===== config.mk =====
export PLATFORM = sky130hd
export DESIGN_NAME = mc_main_control
export DESIGN_NICKNAME = d
export VERILOG_FILES = /design/src/rtl/mc_ctrl_pkg.sv /design/src/rtl/mc_ctrl_decode.sv /design/src/rtl/mc_main_control.sv
export SDC_FILE = /design/constraint.sdc
export NUM_CORES = 1
export LEC_CHECK = 0
export CAP_MARGIN = 20
export CELL_PAD_IN_SITES_DETAIL_PLACEMENT = 0
export CELL_PAD_IN_SITES_GLOBAL_PLACEMENT = 2
export CORE_MARGIN = 1
export CORE_UTILIZATION = 17
export CTS_CLUSTER_SIZE = 12
export DETAILED_ROUTE_END_ITERATION = 8
export GPL_ROUTABILITY_DRIVEN = 1
export GPL_TIMING_DRIVEN = 0
export PLACE_DENSITY = 0.86
export SYNTH_ARGS = -nofsm -noshare
export SYNTH_HDL_FRONTEND = slang
export SYNTH_SLANG_ARGS = --single-unit

===== constraint.sdc =====
create_clock -name clk -period 1.8 [get_ports clk]
set_input_delay 0.36 -clock clk [delete_from_list [all_inputs] [get_ports clk]]
set_output_delay 0.36 -clock clk [all_outputs]
set_load 0.05 [all_outputs]

===== src/rtl/mc_ctrl_pkg.sv =====
// Shared encodings for the multi-cycle MIPS main control unit.
// Optional addi support is enabled by defining MC_ADDI_EN.
package mc_ctrl_pkg;

  localparam logic [3:0] ST_FETCH     = 4'd0;
  localparam logic [3:0] ST_DECODE    = 4'd1;
  localparam logic [3:0] ST_MEM_ADDR  = 4'd2;
  localparam logic [3:0] ST_MEM_READ  = 4'd3;
  localparam logic [3:0] ST_MEM_WB    = 4'd4;
  localparam logic [3:0] ST_MEM_WRITE = 4'd5;
  localparam logic [3:0] ST_EXECUTE   = 4'd6;
  localparam logic [3:0] ST_R_WB      = 4'd7;
  localparam logic [3:0] ST_BRANCH    = 4'd8;
  localparam logic [3:0] ST_JUMP      = 4'd9;
  localparam logic [3:0] ST_ADDI_EXEC = 4'd10;
  localparam logic [3:0] ST_ADDI_WB   = 4'd11;
  localparam logic [3:0] ST_ILLEGAL   = 4'd14;
  localparam logic [3:0] ST_RST_WAIT  = 4'd15;

  localparam logic [5:0] OP_RTYPE = 6'b000000;
  localparam logic [5:0] OP_LW    = 6'b100011;
  localparam logic [5:0] OP_SW    = 6'b101011;
  localparam logic [5:0] OP_BEQ   = 6'b000100;
  localparam logic [5:0] OP_J     = 6'b000010;
  localparam logic [5:0] OP_ADDI  = 6'b001000;

  localparam logic [2:0] ALUOP_ADD   = 3'b000;
  localparam logic [2:0] ALUOP_SUB   = 3'b001;
  localparam logic [2:0] ALUOP_RTYPE = 3'b010;

  localparam logic [1:0] SRCB_RT      = 2'b00;
  localparam logic [1:0] SRCB_FOUR    = 2'b01;
  localparam logic [1:0] SRCB_IMM     = 2'b10;
  localparam logic [1:0] SRCB_IMM_SH2 = 2'b11;

  localparam logic [1:0] PCSRC_ALU    = 2'b00;
  localparam logic [1:0] PCSRC_ALUOUT = 2'b01;
  localparam logic [1:0] PCSRC_JUMP   = 2'b10;

  typedef struct packed {
    logic       pc_write;
    logic       pc_write_cond;
    logic       iord;
    logic       mem_read;
    logic       mem_write;
    logic       ir_write;
    logic       mem_to_reg;
    logic       reg_dst;
    logic       reg_write;
    logic       alu_src_a;
    logic [1:0] alu_src_b;
    logic [1:0] pc_source;
    logic [2:0] alu_op;
    logic       illegal_op;
  } ctrl_t;

  // First execution state for a decoded opcode; unknown opcodes trap.
  function automatic logic [3:0] dispatch_state(input logic [5:0] op);
    logic [3:0] st;
    case (op)
      OP_RTYPE:     st = ST_EXECUTE;
      OP_LW, OP_SW: st = ST_MEM_ADDR;
      OP_BEQ:       st = ST_BRANCH;
      OP_J:         st = ST_JUMP;
`ifdef MC_ADDI_EN
      OP_ADDI:      st = ST_ADDI_EXEC;
`endif
      default:      st = ST_ILLEGAL;
    endcase
    return st;
  endfunction

endpackage


===== src/rtl/mc_ctrl_decode.sv =====
// Combinational state -> control-vector decode for mc_main_control.
// ADDI states decode only when MC_ADDI_EN is defined.
module mc_ctrl_decode
  import mc_ctrl_pkg::*;
(
  input  logic [3:0] state,
  input  logic       mem_ready,
  output ctrl_t      ctrl
);

  always_comb begin
    ctrl        = '0;
    ctrl.alu_op = ALUOP_ADD;
    case (state)
      ST_FETCH: begin
        ctrl.mem_read  = 1'b1;
        ctrl.alu_src_b = SRCB_FOUR;
        ctrl.pc_source = PCSRC_ALU;
        // IR and PC only advance on the cycle the instruction word arrives.
        ctrl.ir_write  = mem_ready;
        ctrl.pc_write  = mem_ready;
      end
      ST_DECODE: begin
        ctrl.alu_src_b = SRCB_IMM_SH2;
      end
      ST_MEM_ADDR: begin
        ctrl.alu_src_a = 1'b1;
        ctrl.alu_src_b = SRCB_IMM;
      end
      ST_MEM_READ: begin
        ctrl.mem_read = 1'b1;
        ctrl.iord     = 1'b1;
      end
      ST_MEM_WB: begin
        ctrl.reg_write  = 1'b1;
        ctrl.mem_to_reg = 1'b1;
      end
      ST_MEM_WRITE: begin
        ctrl.mem_write = 1'b1;
        ctrl.iord      = 1'b1;
      end
      ST_EXECUTE: begin
        ctrl.alu_src_a = 1'b1;
        ctrl.alu_src_b = SRCB_RT;
        ctrl.alu_op    = ALUOP_RTYPE;
      end
      ST_R_WB: begin
        ctrl.reg_write = 1'b1;
        ctrl.reg_dst   = 1'b1;
      end
      ST_BRANCH: begin
        ctrl.alu_src_a     = 1'b1;
        ctrl.alu_src_b     = SRCB_RT;
        ctrl.alu_op        = ALUOP_SUB;
        ctrl.pc_write_cond = 1'b1;
        ctrl.pc_source     = PCSRC_ALUOUT;
      end
      ST_JUMP: begin
        ctrl.pc_write  = 1'b1;
        ctrl.pc_source = PCSRC_JUMP;
      end
`ifdef MC_ADDI_EN
      ST_ADDI_EXEC: begin
        ctrl.alu_src_a = 1'b1;
        ctrl.alu_src_b = SRCB_IMM;
      end
      ST_ADDI_WB: begin
        ctrl.reg_write = 1'b1;
      end
`endif
      ST_ILLEGAL: begin
        ctrl.illegal_op = 1'b1;
      end
      default: ;
    endcase
  end

endmodule


===== src/rtl/mc_main_control.sv =====
// Multi-cycle MIPS main control: Moore FSM sequencing fetch/decode/execute/mem/write-back.
// Define MC_ADDI_EN to add the addi instruction (states ADDI_EXEC, ADDI_WB).
module mc_main_control
  import mc_ctrl_pkg::*;
(
  input  logic       clk,
  input  logic       reset,
  input  logic [5:0] Opcode,
  input  logic       mem_ready,
  output logic       PCWrite,
  output logic       PCWriteCond,
  output logic       IorD,
  output logic       MemRead,
  output logic       MemWrite,
  output logic       IRWrite,
  output logic       MemtoReg,
  output logic       RegDst,
  output logic       RegWrite,
  output logic       ALUSrcA,
  output logic [1:0] ALUSrcB,
  output logic [1:0] PCSource,
  output logic [2:0] ALUOp_out,
  output logic [3:0] state_out,
  output logic       illegal_op
);

  logic [3:0] state_q, state_d;
  ctrl_t      ctrl;

  always_ff @(posedge clk or posedge reset) begin
    if (reset) begin
      state_q <= ST_RST_WAIT;
    end else begin
      state_q <= state_d;
    end
  end

  always_comb begin
    state_d = state_q;
    case (state_q)
      ST_RST_WAIT:  state_d = ST_FETCH;
      ST_FETCH:     if (mem_ready) state_d = ST_DECODE;
      ST_DECODE:    state_d = dispatch_state(Opcode);
      // Only lw/sw reach MEM_ADDR, so a single compare selects the path.
      ST_MEM_ADDR:  state_d = (Opcode == OP_SW) ? ST_MEM_WRITE : ST_MEM_READ;
      ST_MEM_READ:  if (mem_ready) state_d = ST_MEM_WB;
      ST_MEM_WRITE: if (mem_ready) state_d = ST_FETCH;
      ST_EXECUTE:   state_d = ST_R_WB;
      ST_MEM_WB,
      ST_R_WB,
      ST_BRANCH,
      ST_JUMP:      state_d = ST_FETCH;
`ifdef MC_ADDI_EN
      ST_ADDI_EXEC: state_d = ST_ADDI_WB;
      ST_ADDI_WB:   state_d = ST_FETCH;
`endif
      ST_ILLEGAL:   state_d = ST_ILLEGAL;
      default:      state_d = ST_ILLEGAL;
    endcase
  end

  mc_ctrl_decode u_decode (
    .state     (state_q),
    .mem_ready (mem_ready),
    .ctrl      (ctrl)
  );

  assign PCWrite     = ctrl.pc_write;
  assign PCWriteCond = ctrl.pc_write_cond;
  assign IorD        = ctrl.iord;
  assign MemRead     = ctrl.mem_read;
  assign MemWrite    = ctrl.mem_write;
  assign IRWrite     = ctrl.ir_write;
  assign MemtoReg    = ctrl.mem_to_reg;
  assign RegDst      = ctrl.reg_dst;
  assign RegWrite    = ctrl.reg_write;
  assign ALUSrcA     = ctrl.alu_src_a;
  assign ALUSrcB     = ctrl.alu_src_b;
  assign PCSource    = ctrl.pc_source;
  assign ALUOp_out   = ctrl.alu_op;
  assign illegal_op  = ctrl.illegal_op;
  assign state_out   = state_q;

endmodule


==> flow_metrics.env, run 1 <==
export IMPL_synthTopCellsByArea="dfstp_2, nor2_1, mux2_2"
export IMPL_yosysSeqAreaShare=0.2100
export IMPL_grt_max_degree=11
export IMPL_postSynthCellCount=70
export IMPL_detail_route_first_pass_iterations=4
export IMPL_synth_top_family_by_area="simple AND/OR/NAND/NOR gates"
export IMPL_wl_per_cell_um=11.39
export IMPL_nets=129
export IMPL_largest_reg_flops=4
export IMPL_cp_num_buf_inv=2
export IMPL_rsz0062_at_grt="true"
export IMPL_crit_path_end_kind="output port"
export IMPL_rows=19
export IMPL_skew_ns=0.008015
export IMPL_cts_max_path_buffers=2
export IMPL_synth_adder_area_share=0
export IMPL_synth_compound_area_frac=0.2200
export IMPL_wirelength_mm=1.708
export IMPL_cap_viol_max_count=0
export IMPL_finalSetupViolCount=7
export IMPL_syn_area_um2=500.5
export IMPL_die_w_um=56.26
export IMPL_fin_area_um2=1201
export IMPL_root_buffer="clkbuf_4"
export IMPL_post_dp_cell_area_um2=988.4
export IMPL_synth_cell_types=35
export IMPL_synth_fp_nets=79
export IMPL_synth_edf_count=0
export IMPL_clock_sinks=4
export IMPL_layout_min_cycle_time_ns=1.901
export IMPL_die_y_um=56.26
export IMPL_yosysTopAreaCell="dfstp_2"
export IMPL_die_area_um2=3165
export IMPL_io_buffer_count=29
export IMPL_slowest_stage="dfstp_4"
export IMPL_cp_required_ns=1.44
export IMPL_synth_common_cells="nor2_1, dfstp_2, nand2_1"
export IMPL_stdcell_count=150
export IMPL_violations="negative setup slack"
export IMPL_cts_made_buffers=3
export IMPL_initial_core_util=0.1799
export IMPL_critPathArrivalTime_ns=1.54
export IMPL_core_area_um2=2781
export IMPL_cp_cell_sequence="buf_8 > mux2_4 > nor2_4 > buf_6"
export IMPL_synthMuxAreaShare=0.04500
export IMPL_antenna_found_initial=0
export IMPL_yosys_warnings=0
export IMPL_vias_per_cell=4.567
export IMPL_path_class="flop to output port"
export IMPL_grt_pass1_vias=677
export IMPL_avgSynthCellArea_um2=7.150
export IMPL_async_reset_ff_frac=1.000
export IMPL_gp_congestion=0.7977
export IMPL_fill_cells=282
export IMPL_hp_class="input pin to async pin"
export IMPL_synth_simple_area_share=0.3925
export IMPL_critPathMaxFanout=7
export IMPL_setup_slack_ns=-0.1015
export IMPL_track_usage=0.1152
export IMPL_synth_ff_type="dfstp_2"
export IMPL_yosys_area_top_type_share=0.2100
export IMPL_cts_tree="yes"
export IMPL_synth_xor_area_frac=0.03500
export IMPL_yosysMostFrequentCell="nor2_1"
export IMPL_slew_violations=0
export IMPL_ios=31
export IMPL_h_tree_depth=1
export IMPL_worstSetupStartpointType="flop"
export IMPL_drive_gt1_frac=0.6723
export IMPL_fmax_mhz=525.9
export IMPL_final_antenna_net_count=0
export IMPL_place_inst=130
export IMPL_gr_total_overflow=0
export IMPL_drt_initial_drc_count=10
export IMPL_max_stage_delay_ns=0.64
export IMPL_crit_family="flip-flops"
export IMPL_dp_hpwl_mm=1.202
export IMPL_area_delta_synth_final_pct=140.0
export IMPL_ys_ff_latch=4
export IMPL_via_count=685
export IMPL_clk_latency_ns=0.23
export IMPL_fin_util=0.4318
export IMPL_hold_viol_final=0
export IMPL_insertedDiodeCount=0
export IMPL_grt_pass1_wl_mm=2.953
export IMPL_fin_crit_sh=1.056
export IMPL_drc_errors=0
export IMPL_status="finished, violations left"
export IMPL_clk_pin_slew_worst_paths_ns=0.04
export IMPL_hold_ws_ns=0.4948
-- cells by family after synthesis --
family,count (synthesis)
and+or+nand+nor,37
AOI/OAI and AO/OA,15
buffers and inverters,9
DFF,4
xor gates and xnor gates,2
muxes,2
other,1
-- path summary, 6_finish.rpt --
check                             start            to  slack, ns  cells past startpoint
min reg2reg                state_out[3]  state_out[0]       0.75                      2
min                               reset  state_out[2]       0.49                      2
min in group clk           state_out[3]  state_out[0]       0.75                      2
max in group asynchronous         reset  state_out[0]       1.27                      2
max reg2reg                state_out[1]  state_out[0]       0.21                      7
max                        state_out[1]       ALUSrcA      -0.10                      4
-- worst register-to-register path: stages (launching register included) --
cell,delay (ns)
dfstp_4,0.64
buf_8,0.13
buf_4,0.10
buf_4,0.10
buf_4,0.10
nor3_1,0.05
a221o_1,0.29
a21oi_2,0.12
-- cells in the final DEF (no fill, tap or decap), drive strengths merged, types with 2 or more instances in the layout --
cell type / netlist / final
buf: 5 / 39
nor2: 13 / 13
clkdlybuf4s50: 0 / 8
clkbuf: 3 / 6
dlygate4sd2: 0 / 4
dfstp: 4 / 4
nand2: 4 / 4
a21oi: 4 / 4
nor2b: 3 / 3
nand2b: 3 / 3
nor3: 3 / 3
nand3: 2 / 2
or2: 2 / 2
o21ai: 2 / 2
mux2: 2 / 2
-- timing repair --
action	CTS	global route
pin swaps	1	3
setup buffers	10	7
gates resized for setup	122	15
setup endpoints to repair	21	13
hold buffers	0	0
-- area by class of cell --
type / count / area (um2) / area share
multi-input combinational: 57 / 503.0 / 0.4188
buffer: 7 / 88.84 / 0.07396
tap: 31 / 38.79 / 0.03229
timing repair buffer: 46 / 431.7 / 0.3594
clock buffer: 4 / 26.28 / 0.02188
inverter: 1 / 3.754 / 0.003125
sequential: 4 / 108.9 / 0.09062
-- per-layer routing --
layer | global-route usage | share of wire
met5 | 0 | 0
met4 | 0.04181 | 0
met3 | 0.02074 | 0.054
met2 | 0.1990 | 0.52
met1 | 0.1427 | 0.42
-- per-stage QoR --
stage / worst slack (ns) / TNS, ns
6_report: -0.1015 / -0.2040
5_1_grt: -0.1477 / -0.7459
2_1_floorplan: -0.1957 / -1.220
3_5_place_dp: -0.6563 / -7.917
4_1_cts: -0.1373 / -0.5661
3_3_place_gp: -0.6613 / -7.836
Power of run 1 is left out: the tool's default activity adds up to more than one toggle a clock period on the data nets, which glitch-free logic cannot reach.
==> run 2: changes to the inputs <==
--- a/config.mk
+++ b/config.mk
@@ -9,12 +9,13 @@
 export CELL_PAD_IN_SITES_DETAIL_PLACEMENT = 0
 export CELL_PAD_IN_SITES_GLOBAL_PLACEMENT = 2
 export CORE_MARGIN = 1
-export CORE_UTILIZATION = 17
+export CORE_UTILIZATION = 20
 export CTS_CLUSTER_SIZE = 12
 export DETAILED_ROUTE_END_ITERATION = 8
 export GPL_ROUTABILITY_DRIVEN = 1
 export GPL_TIMING_DRIVEN = 0
-export PLACE_DENSITY = 0.86
+export PLACE_DENSITY = 0.88
 export SYNTH_ARGS = -nofsm -noshare
 export SYNTH_HDL_FRONTEND = slang
+export SYNTH_HIERARCHICAL = 1
 export SYNTH_SLANG_ARGS = --single-unit
==> constraint.sdc (replaced) <==
create_clock -name clk -period 1.9 [get_ports clk]
set_input_delay 0.38 -clock clk [delete_from_list [all_inputs] [get_ports clk]]
set_output_delay 0.38 -clock clk [all_outputs]
set_load 0.05 [all_outputs]
==> run 2 against run 1 <==
  * The flow finishes with violations (design-rule violations, negative setup slack)
  * Non-clock buffer count shrank 4
  * First-iteration DRC count grew to 2.8 times the previous value
  * Die area grew 5.8%
  * Critical endpoint is now ALUSrcB[1]
==> flow_metrics.env, run 2 <==
export IMPL_status="finished, violations left"
export IMPL_violations="design-rule violations, negative setup slack"
export IMPL_synth_top_family_by_area="simple AND/OR/NAND/NOR gates"
export IMPL_synth_xor_area_frac=0.05611
export IMPL_p_seq_frac=0.352
export IMPL_synth_adder_area_share=0
export IMPL_fmax_mhz=516.5
export IMPL_gr_total_overflow=0
export IMPL_grt_pass1_wl_mm=3.153
export IMPL_yosysMostFrequentCell="nor2_1"
export IMPL_clock_sinks=4
export IMPL_worstSetupStartpointType="flop"
export IMPL_crit_path_end_kind="output port"
export IMPL_gp_congestion=0.7434
export IMPL_peakVddDrop_mv=0.1026
export IMPL_die_w_um=57.87
export IMPL_setup_slack_ns=-0.03610
export IMPL_place_inst=143
export IMPL_postSynthCellCount=83
export IMPL_final_antenna_net_count=0
export IMPL_critPathArrivalTime_ns=1.56
export IMPL_cap_viol_max_count=0
export IMPL_avgSynthCellArea_um2=7.522
export IMPL_grt_max_degree=11
export IMPL_die_y_um=57.87
export IMPL_insertedDiodeCount=0
export IMPL_via_count=736
export IMPL_grt_pass1_vias=669
export IMPL_largest_reg_flops=4
export IMPL_clk_pin_slew_worst_paths_ns=0.04
export IMPL_skew_ns=0.006855
export IMPL_internal_power_mw=0.1854
export IMPL_synth_common_cells="nor2_1, nand2_1, nor3_1, nor2b_1, o21ai_0"
export IMPL_stdcell_count=159
export IMPL_dp_hpwl_mm=1.363
export IMPL_synth_edf_count=0
export IMPL_cp_required_ns=1.52
export IMPL_cts_made_buffers=3
export IMPL_area_delta_synth_final_pct=94.79
export IMPL_switching_share=0.2362
export IMPL_initial_core_util=0.2189
export IMPL_clk_latency_ns=0.24
export IMPL_async_reset_ff_frac=1.000
export IMPL_yosysSeqAreaShare=0.1683
export IMPL_core_area_um2=2853
export IMPL_pwr_density_cell_nw_per_um2=199.6
export IMPL_io_buffer_count=29
export IMPL_synth_cell_types=36
export IMPL_synthMuxAreaShare=0
export IMPL_final_common_cell="buf_4"
export IMPL_nets=138
export IMPL_ios=31
export IMPL_hold_ws_ns=0.5226
export IMPL_wirelength_mm=1.855
export IMPL_layout_min_cycle_time_ns=1.936
export IMPL_yosys_warnings=6
export IMPL_syn_area_um2=624.3
export IMPL_yosys_area_top_type_share=0.1683
export IMPL_fin_util=0.4263
export IMPL_synth_compound_area_frac=0.2104
export IMPL_cts_max_path_buffers=2
export IMPL_hold_buffers=0
export IMPL_p_leak_nw=0.4951
export IMPL_drt_initial_drc_count=28
export IMPL_critPathMaxFanout=6
export IMPL_track_usage=0.1220
export IMPL_synth_simple_area_share=0.4469
export IMPL_p_sw_mw=0.05733
export IMPL_synth_fp_nets=92
export IMPL_ys_ff_latch=4
export IMPL_fin_crit_sh=1.019
export IMPL_rr_startpoint="state_out[1]"
export IMPL_worstSetupStartpoint="state_out[0]"
export IMPL_rsz0062_at_grt="true"
export IMPL_cts_tree="yes"
export IMPL_drc_errors=4
export IMPL_slew_violations=0
export IMPL_drive_gt1_frac=0.5547
export IMPL_h_tree_depth=1
export IMPL_final_cell_mix="buf_4, buf_6, buf_2, clkdlybuf4s50_1, nor2_1"
export IMPL_hold_viol_final=0
export IMPL_power_mw=0.2427
export IMPL_rows=19
export IMPL_detail_route_first_pass_iterations=6
export IMPL_die_area_um2=3349
export IMPL_hp_class="input pin to async pin"
export IMPL_wl_per_cell_um=11.67
export IMPL_synthTopCellsByArea="dfstp_2, nor2_1, nor2b_1"
export IMPL_vias_per_cell=4.629
export IMPL_yosysTopAreaCell="dfstp_2"
export IMPL_root_buffer="clkbuf_4"
export IMPL_synth_ff_type="dfstp_2"
export IMPL_pwr_share_clk=0.490
export IMPL_path_class="flop to output port"
export IMPL_antenna_found_initial=0
export IMPL_power_share_combinational=0.158
export IMPL_finalSetupViolCount=5
==> run 2: timing repair <==
action / CTS / global route
buffers inserted: 6 / 6
gates resized for setup: 102 / 28
pin swaps: 1 / 6
setup endpoints to repair: 21 / 15
==> run 2: critical path, stage by stage (launching register included) <==
cell and delay, ns:
dfstp_4 0.66, xor2_2 0.21, nor3b_4 0.20, clkbuf_4 0.25
==> run 2: cell type report <==
type	count	area, um2
plain buffers	8	101.3
clock buffers	4	26.28
fillers	302	1637
inverters	3	11.26
multi-input cells	68	559.3
flip-flops and latches	4	116.4
well taps	31	38.79
repair buffers	41	362.8
==> run 2: power groups by stage <==
stage          Sequential, mW  Combinational [mW]  Clock (mW)
6_report               0.0855              0.0383       0.119
3_3_place_gp           0.0864              0.0376           0
5_1_grt                0.0854              0.0413       0.126
3_5_place_dp           0.0864              0.0380           0
2_1_floorplan          0.0864              0.0158           0
4_1_cts                0.0855              0.0373       0.121
==> run 2: through the flow <==
| step | worst slack, ns | TNS [ns] | area, um2 |
|---|---|---|---|
| finish | -0.03610 | -0.1318 | 1216 |
| CTS | -0.1042 | -0.2964 | 1112 |
| detailed placement | -0.9561 | -6.753 | 1059 |
| global route | -0.09154 | -0.4506 | 1216 |
| floorplan | -0.1816 | -0.9228 | 729.5 |
| global placement | -0.9622 | -6.626 | 1059 |
==> run 2: cells by family after synthesis <==
| family | Yosys count |
|---|---|
| AOI/OAI and AO/OA | 18 |
| buffers and inverters | 11 |
| xor gates and xnor gates | 4 |
| other | 1 |
| and+or+nand+nor | 45 |
| DFF | 4 |
==> run 2: worst paths after layout <==
path	to	slack [ns]	cells past startpoint
worst max-delay path	ALUSrcB[1]	-0.04	3
worst min-delay path	state_out[3]	0.52	2
worst max register to register	state_out[2]	0.06	6
worst min register to register	state_out[1]	0.70	2
max in group asynchronous	state_out[2]	1.35	2
min in group clk	state_out[1]	0.70	2
==> run 2: routing by layer <==
metal | wire [um] | vias to the layer above | GRT usage | part of all wire
met5 | 0 | - | 0 | 0
met4 | 22 | 0 | 0.07823 | 0.012
met3 | 160 | 2 | 0.03125 | 0.086
met2 | 945 | 29 | 0.2036 | 0.51
met1 | 727 | 329 | 0.1378 | 0.39
li1 | - | 376 | - | -
(Power assumes the default switching activity.)
